## config.mk

```make
export PLATFORM = sky130hd
export DESIGN_NAME = grayscale_pack_ci
export DESIGN_NICKNAME = d
export VERILOG_FILES = /design/src/rtl/grayscale_pack_ci.sv
export SDC_FILE = /design/constraint.sdc
export NUM_CORES = 1
export LEC_CHECK = 0
export ABC_CLOCK_PERIOD_IN_PS = 6200
export CORE_MARGIN = 4
export CORE_UTILIZATION = 45
export CTS_CLUSTER_DIAMETER = 100
export DETAILED_ROUTE_END_ITERATION = 10
export PLACE_DENSITY = 0.71
export SYNTH_ARGS = -nofsm -noshare
export SYNTH_HDL_FRONTEND = slang
export SYNTH_SLANG_ARGS = --single-unit
```

## constraint.sdc

```tcl
create_clock -name clock -period 6.2 [get_ports clock]
set_input_delay 0.93 -clock clock [delete_from_list [all_inputs] [get_ports clock]]
set_output_delay 0.93 -clock clock [all_outputs]
set_load 0.01 [all_outputs]
```

## src/rtl/grayscale_pack_ci.sv

```systemverilog
// Two-pixel RGB565-to-gray custom instruction. A single shared datapath converts
// both pixels. Their gray bytes are packed into a 4-byte word that fills over two calls.
module grayscale_pack_ci #(
    parameter logic [7:0] customInstructionId = 8'd0
) (
    input  logic        clock,
    input  logic        reset,
    input  logic        ciStart,
    input  logic        ciCke,
    input  logic [7:0]  ciN,
    input  logic [31:0] ciValueA,
    input  logic [31:0] ciValueB,
    output logic        ciDone,
    output logic [31:0] ciResult
);

    typedef enum logic [1:0] {IDLE, CONV0, CONV1, DONE} state_t;

    state_t      state;
    logic [31:0] a_q;
    logic [31:0] pack;
    logic        ptr;

    logic [15:0] pixel;
    logic [13:0] r14, g14, b14;
    logic [13:0] sum;
    logic [7:0]  gray;
    logic [31:0] pack_wr;
    logic        accept;
    logic        unused_ctrl;

    assign unused_ctrl = ^ciValueB[31:2];
    assign accept      = ciStart && (ciN == customInstructionId);

    // One converter shared by both conversion states; the pixel is muxed by state.
    always_comb begin
        pixel = (state == CONV1) ? a_q[31:16] : a_q[15:0];
        r14   = {7'b0, pixel[15:11], 1'b0};
        g14   = {8'b0, pixel[10:5]};
        b14   = {7'b0, pixel[4:0], 1'b0};
        // 54 = 32+16+4+2, 183 = 128+32+16+4+2+1, 19 = 16+2+1
        sum   = (r14 << 5) + (r14 << 4) + (r14 << 2) + (r14 << 1)
              + (g14 << 7) + (g14 << 5) + (g14 << 4) + (g14 << 2) + (g14 << 1) + g14
              + (b14 << 4) + (b14 << 1) + b14;
        gray  = 8'(sum >> 6);
    end

    always_comb begin
        pack_wr = pack;
        case ({ptr, state == CONV1})
            2'b00:   pack_wr[7:0]   = gray;
            2'b01:   pack_wr[15:8]  = gray;
            2'b10:   pack_wr[23:16] = gray;
            default: pack_wr[31:24] = gray;
        endcase
    end

    always_ff @(posedge clock) begin
        if (reset) begin
            state    <= IDLE;
            a_q      <= '0;
            pack     <= '0;
            ptr      <= 1'b0;
            ciDone   <= 1'b0;
            ciResult <= '0;
        end else if (ciCke) begin
            case (state)
                IDLE: begin
                    if (accept) begin
                        a_q <= ciValueA;
                        if (ciValueB[0]) begin
                            pack <= '0;
                            ptr  <= 1'b0;
                        end
                        if (ciValueB[1]) begin
                            // Read-only returns the word as it stands after any clear.
                            state    <= DONE;
                            ciDone   <= 1'b1;
                            ciResult <= ciValueB[0] ? '0 : pack;
                        end else begin
                            state <= CONV0;
                        end
                    end
                end
                CONV0: begin
                    pack  <= pack_wr;
                    state <= CONV1;
                end
                CONV1: begin
                    pack     <= pack_wr;
                    ptr      <= ~ptr;
                    state    <= DONE;
                    ciDone   <= 1'b1;
                    ciResult <= pack_wr;
                end
                DONE: begin
                    ciDone   <= 1'b0;
                    ciResult <= '0;
                    state    <= IDLE;
                end
                default: state <= IDLE;
            endcase
        end
    end

endmodule

```

**Word-level counts from Yosys, hierarchy flattened**

Cells that the tools add are included.

- Register bits: 100
- Latch bits: 0
- Memory bits (writable): 0
- Memory bits (read-only): 0
- Input bits: 76
- Output and inout bits: 33
- Logic and storage cells: 61
- Memories: 0

- $add $sub $neg: 12
- $mul: 0
- Div/mod/pow operators: 0
- Order comparisons: 0
- Eq/ne operators: 8
- Shift-type cells: 0
- Mux-type cells: 20
- Bitwise operators: 1
- Reductions and logical operators: 14

Operator list:

| cell | count |
|---|---|
| $mux 32 | 4 |
| $pmux 32 s3 | 1 |
| $pmux 32 s2 | 1 |
| $mux 8 | 4 |
| $add 14x10->14 | 2 |
| $add 14x6->14 | 2 |
| $add 14x7->14 | 2 |
| $mux 16 | 1 |
| $add 13x7->14 | 1 |
| $add 14x11->14 | 1 |
| $add 14x13->14 | 1 |
| $add 14x8->14 | 1 |
| $add 12x8->13 | 1 |
| $add 11x10->12 | 1 |
| $logic_not 8->1 | 1 |
| $pmux 2 s4 | 1 |
| $reduce_and 4->1 | 2 |
| $eq 2x2->1 const B | 3 |
| $ne 2x2->1 const B | 3 |
| $reduce_and 3->1 | 2 |
| $eq 2x1->1 const B | 2 |
| $logic_not 2->1 | 2 |
| $mux 1 | 4 |
| $mux 2 | 2 |
| 9 further kinds | 10 |

**Longest topological paths before layout**

- Depth after elaboration: 16
- Mapped depth: 23
- Mapped depth without buffers: 20

**Worst setup path after synthesis**

No wires, ideal clock.

- Kind: flip-flop to flip-flop
- From: register state[0]
- To: register ciResult[30]
- Setup time: 0.136 ns
- Data arrival time: 6.209 ns
- Data required time: 6.064 ns
- Setup slack: -0.145 ns
- Cell stages (with the launch flop): 22
- Path buffers: 3
- Clock period less this slack: 6.345 ns
- Cells stage by stage: dfxtp_1 inv_1 ha_1 buf_2 buf_2 buf_2 mux2i_1 inv_1 fa_1 fa_1 fa_1 fa_1 inv_1 fa_1 inv_1 ha_1 fa_1 a21oi_1 o21ai_0 a211oi_2 a2bb2oi_1 a211oi_1

- Cells in the longest elaborated chain, start to end: 16
- Elaborated cells between the ends (all ways): 26
- Those cells by class: add/sub: 12; eq/ne: 6; mux: 3; reduce/logical: 5

RTL lines:

| item | RTL line | text |
|---|---|---|
| from (decl) | 19 | `state_t state;` |
| from (signal assigned) | 60 | `state <= IDLE;` |
| from (signal assigned) | 77 | `state <= DONE;` |
| from (signal assigned) | 81 | `state <= CONV0;` |
| $eq 2x2->1 | 37, 50, 67 |  |
| $mux 16 | 37 | `pixel = (state == CONV1) ? a_q[31:16] : a_q[15:0];` |
| $add 11x10->12 | 42 | `sum = (r14 << 5) + (r14 << 4) + (r14 << 2) + (r14 << 1)` |
| $add 12x8->13 | 42 |  |
| $add 13x7->14 | 42 |  |
| $add 14x13->14 | 43 | `+ (g14 << 7) + (g14 << 5) + (g14 << 4) + (g14 << 2) + (g14 << 1) + g14` |
| $add 14x11->14 | 43 |  |
| $add 14x10->14 | 43 |  |
| $add 14x8->14 | 43 |  |
| $add 14x7->14 | 43 |  |
| $add 14x6->14 | 43 |  |
| $add 14x10->14 | 44 | `+ (b14 << 4) + (b14 << 1) + b14;` |
| $add 14x7->14 | 44 |  |
| $add 14x6->14 | 44 |  |
| $mux 8 | 50 | `case ({ptr, state == CONV1})` |
| $pmux 32 s3 | 67 | `case (state)` |
| to (signal assigned) | 79 | `ciResult <= ciValueB[0] ? '0 : pack;` |
| to (signal assigned) | 94 | `ciResult <= pack_wr;` |
| to (decl) | 14 | `output logic [31:0] ciResult` |

Several ways; a longest one is shown, not always the timed one.
A chain may end at the register's enable or synchronous reset.

**Final worst setup path**

Ends and elaborated chain as after synthesis.

==> summary.md <==
| Metric | Value |
|---|---|
| Worst-case reg-to-reg path depth | 19 |
| Skew final | 12.8 ps |
| Worst EP required | 6410 ps |
| Top post-synthesis cells by area | dfxtp_1, fa_1, ha_1 |
| Worst-path fanout max | 16 |
| Layout Cells excl Fill | 897 |
| Cell count after synthesis | 645 |
| Vias per cell | 5.36 |
| Rel. slew slack | 24.2% |
| CTS Hold Bufs | 0 |
| Die height | 123 microns |
| Max cap viols | 0 |
| Top-area cell type share of the netlist area | 33.7% |
| DP Worst Slack | 51.1 ps |
| 1st-pass router iterations | 5 |
| Routed len/inst | 16.0 microns |
| FFs w/ async S/R, synth | 0% |
| Post-synth EDFFs | 0 |
| Min-Delay Path Class | register to register |
| Max Clock Freq | 172 MHz |
| DR vias | 4,809 |
| CTS Sinks | 100 |
| Tot GR Track Use | 19.8% |
| GPL Wtd Cong | 0.875 |
| CTS tree | built |
| Clock buffer depth | 2 |
| Clock-pin slew on the worst setup and hold paths | 70 ps |
| Placed insts | 881 |
| Global-route wire length before repair | 23,600 microns |
| Synthesis Warnings | 0 |
| Hold slack final | 452 ps |
| Crit path from | state[0] |
| RSZ-0062 raised after global routing | false |
| Initial antenna violation count | 1 |
| Synth area leader | dfxtp_1 |
| Vias in the first global route | 4,916 |
| Clock buffers created by TritonCTS | 9 |
| CP endpoint kind | register |
| Crit path DAT | 6010 ps |
| CORE AREA | 12,800 sq um |
| Yosys reg bits | 100 |
| Layout area overhead | 21.5% |
| Worst R2R End | ciResult[30] |
| # IOs | 109 |
| Crit path to | ciResult[30] |
| # setup viols final | 0 |
| # DRC | 0 |
| Cell Rows | 41 |
| CP Class | register to register |
| Htree depth | 3 |
| Fin. Hold Viols | 0 |
| Max VDD drop | 236 uV |
| Total die area | 15,100 sq um |
| Synth Flop Type | dfxtp_1 |
| Worst setup margin | 399 ps |
| Die W | 123 microns |
| Worst R2R Start | state[0] |
| PwrDens | 175 nW/um^2 |
| Leakage Power | 3.05 nW |
| Initial Util | 46.6% |
| Minimum clock period | 5800 ps |
| Share of layout cells above drive strength 1 | 8.28% |
| PnR Total Power | 1.27 mW |
| Outcome | complete, no violations |
| R2R setup slack | 400 ps |
| Syn nets | 797 |
| Distinct cell type count after synthesis | 60 |
| Final WL | 14,400 microns |
| Final global-route overflow total | 0 |
| DR iter-0 viols | 211 |
| Mean Syn Cell Area | 9.22 sq um |
| Synth cell count leaders | dfxtp_1, nand2_1, a21oi_1 |
| DRT antenna net count | 0 |
| Post-route setup TNS | 0 ps |
| Hpwl dp | 11,000 microns |
| Slew Limit Fails | 0 |
| Synthesized cell area | 5950 sq um |
| Measured slew at the worst slew-check pin | 1140 ps |
| Most frequent cell after synthesis | dfxtp_1 |
| Nets@finish | 873 |
| Final worst-path cycle share | 93.6% |
| CTS root buf | clkbuf_16 |
| Ant. Diodes | 0 |
| Clk_lat worst skew | 360 ps |
| Setup crit start kind | register |
| Largest net degree at the start of global routing | 88 |
| Seq/Total Area, Yosys | 33.7% |
| IO Port Bufs | 78 |
## flip-flops by register name, indices dropped and copies added (netlist names)
register	cells
state	2
a_q	32
ptr	1
pack	32
ciResult	32
ciDone	1
## cells in the final DEF, fill, tap and decap left out, drive strengths merged, types with 3 or more instances in the layout
cell type,instances
mux2i,14
dfxtp,100
buf,21
inv,57
nor2,45
nand3,20
a22o,10
nor2b,5
a22oi,11
a31oi,3
xor2,4
o21ai,7
mux2,4
o21a,6
clkdlybuf4s50,77
fa,43
a221oi,10
nand2b,4
nor3,16
a211oi,10
o21bai,3
clkbuf,9
o2bb2ai,7
nand2,96
and2,5
a2bb2oi,4
clkinvlp,3
a21o,10
nor3b,4
a21oi,59
ha,33
## power by group
part | switching, mW | internal, mW
combinational | 0.0271 | 0.0301
sequential | 0.000145 | 0.642
clock | 0.254 | 0.315
total | 0.281 | 0.987
## worst max-delay path: stages, from the launching register on
cell,delay [ps]
dfxtp_1,330
inv_1,80
ha_1,210
buf_12,200
mux2_2,420
fa_1,530
fa_1,520
fa_1,540
fa_1,550
inv_1,50
fa_1,530
inv_1,40
ha_1,230
fa_2,380
a21oi_2,190
o21ai_1,150
a211oi_2,240
buf_4,170
a2bb2oi_1,160
a211oi_1,90
## routing by layer
| layer | GRT usage [%] | vias to the layer above | wire (microns) |
|---|---|---|---|
| li1 | - | 2368 | - |
| met1 | 23.4 | 2291 | 5940 |
| met2 | 35.3 | 124 | 7430 |
| met3 | 5.86 | 24 | 747 |
| met4 | 5.05 | 2 | 239 |
| met5 | 0 | - | 13 |
## how the worst min path moves through the flow
stage | cells after the start | endpoint | from
2_1_floorplan | 1 | pack[15] | pack[15]
6_report | 2 | ciResult[21] | ciResult[21]
5_1_grt | 2 | ciResult[22] | ciResult[22]
4_1_cts | 2 | ciResult[21] | ciResult[21]
3_3_place_gp | 2 | a_q[22] | a_q[22]
3_5_place_dp | 2 | ciResult[21] | ciResult[21]
## logic make-up (layout without fill, tap and decap cells)
| group | Yosys count | after routing | synth area share [%] |
|---|---|---|---|
| adder cells (fa/ha/maj) | 76 | 76 | 21.4 |
| multiplexers | 18 | 18 | 3.11 |
| AND/OR/NAND/NOR | 201 | 201 | 15.1 |
| XOR/XNOR | 5 | 5 | 0.736 |
| flip-flops | 100 | 100 | 33.7 |
| AO/OA/AOI/OAI | 157 | 157 | 18.9 |
| buffers and inverters | 88 | 168 | 7.07 |
## through the flow
stage / util [%] / cell area (sq um)
after CTS: 56.4 / 7200
after detailed placement: 54.1 / 6900
final: 56.6 / 7230
after global routing: 56.6 / 7230
after floorplan: - / 5970
after global placement: 54.1 / 6900
## layout make-up
type | instances | area [sq um]
tap | 172 | 215
clock inverter | 6 | 72.6
clock buffer | 9 | 225
multi-input combinational | 457 | 3570
inverter | 55 | 206
sequential | 100 | 2000
timing repair buffer | 98 | 938
fill | 1119 | 5550
## what timing repair did
action / in CTS / in global routing
gates resized for setup: 0 / 7
setup endpoints to repair: 0 / 12
buffers inserted: 0 / 1
endpoints found under the hold margin: 0 / 0
Power figures use the tool's default switching activity.
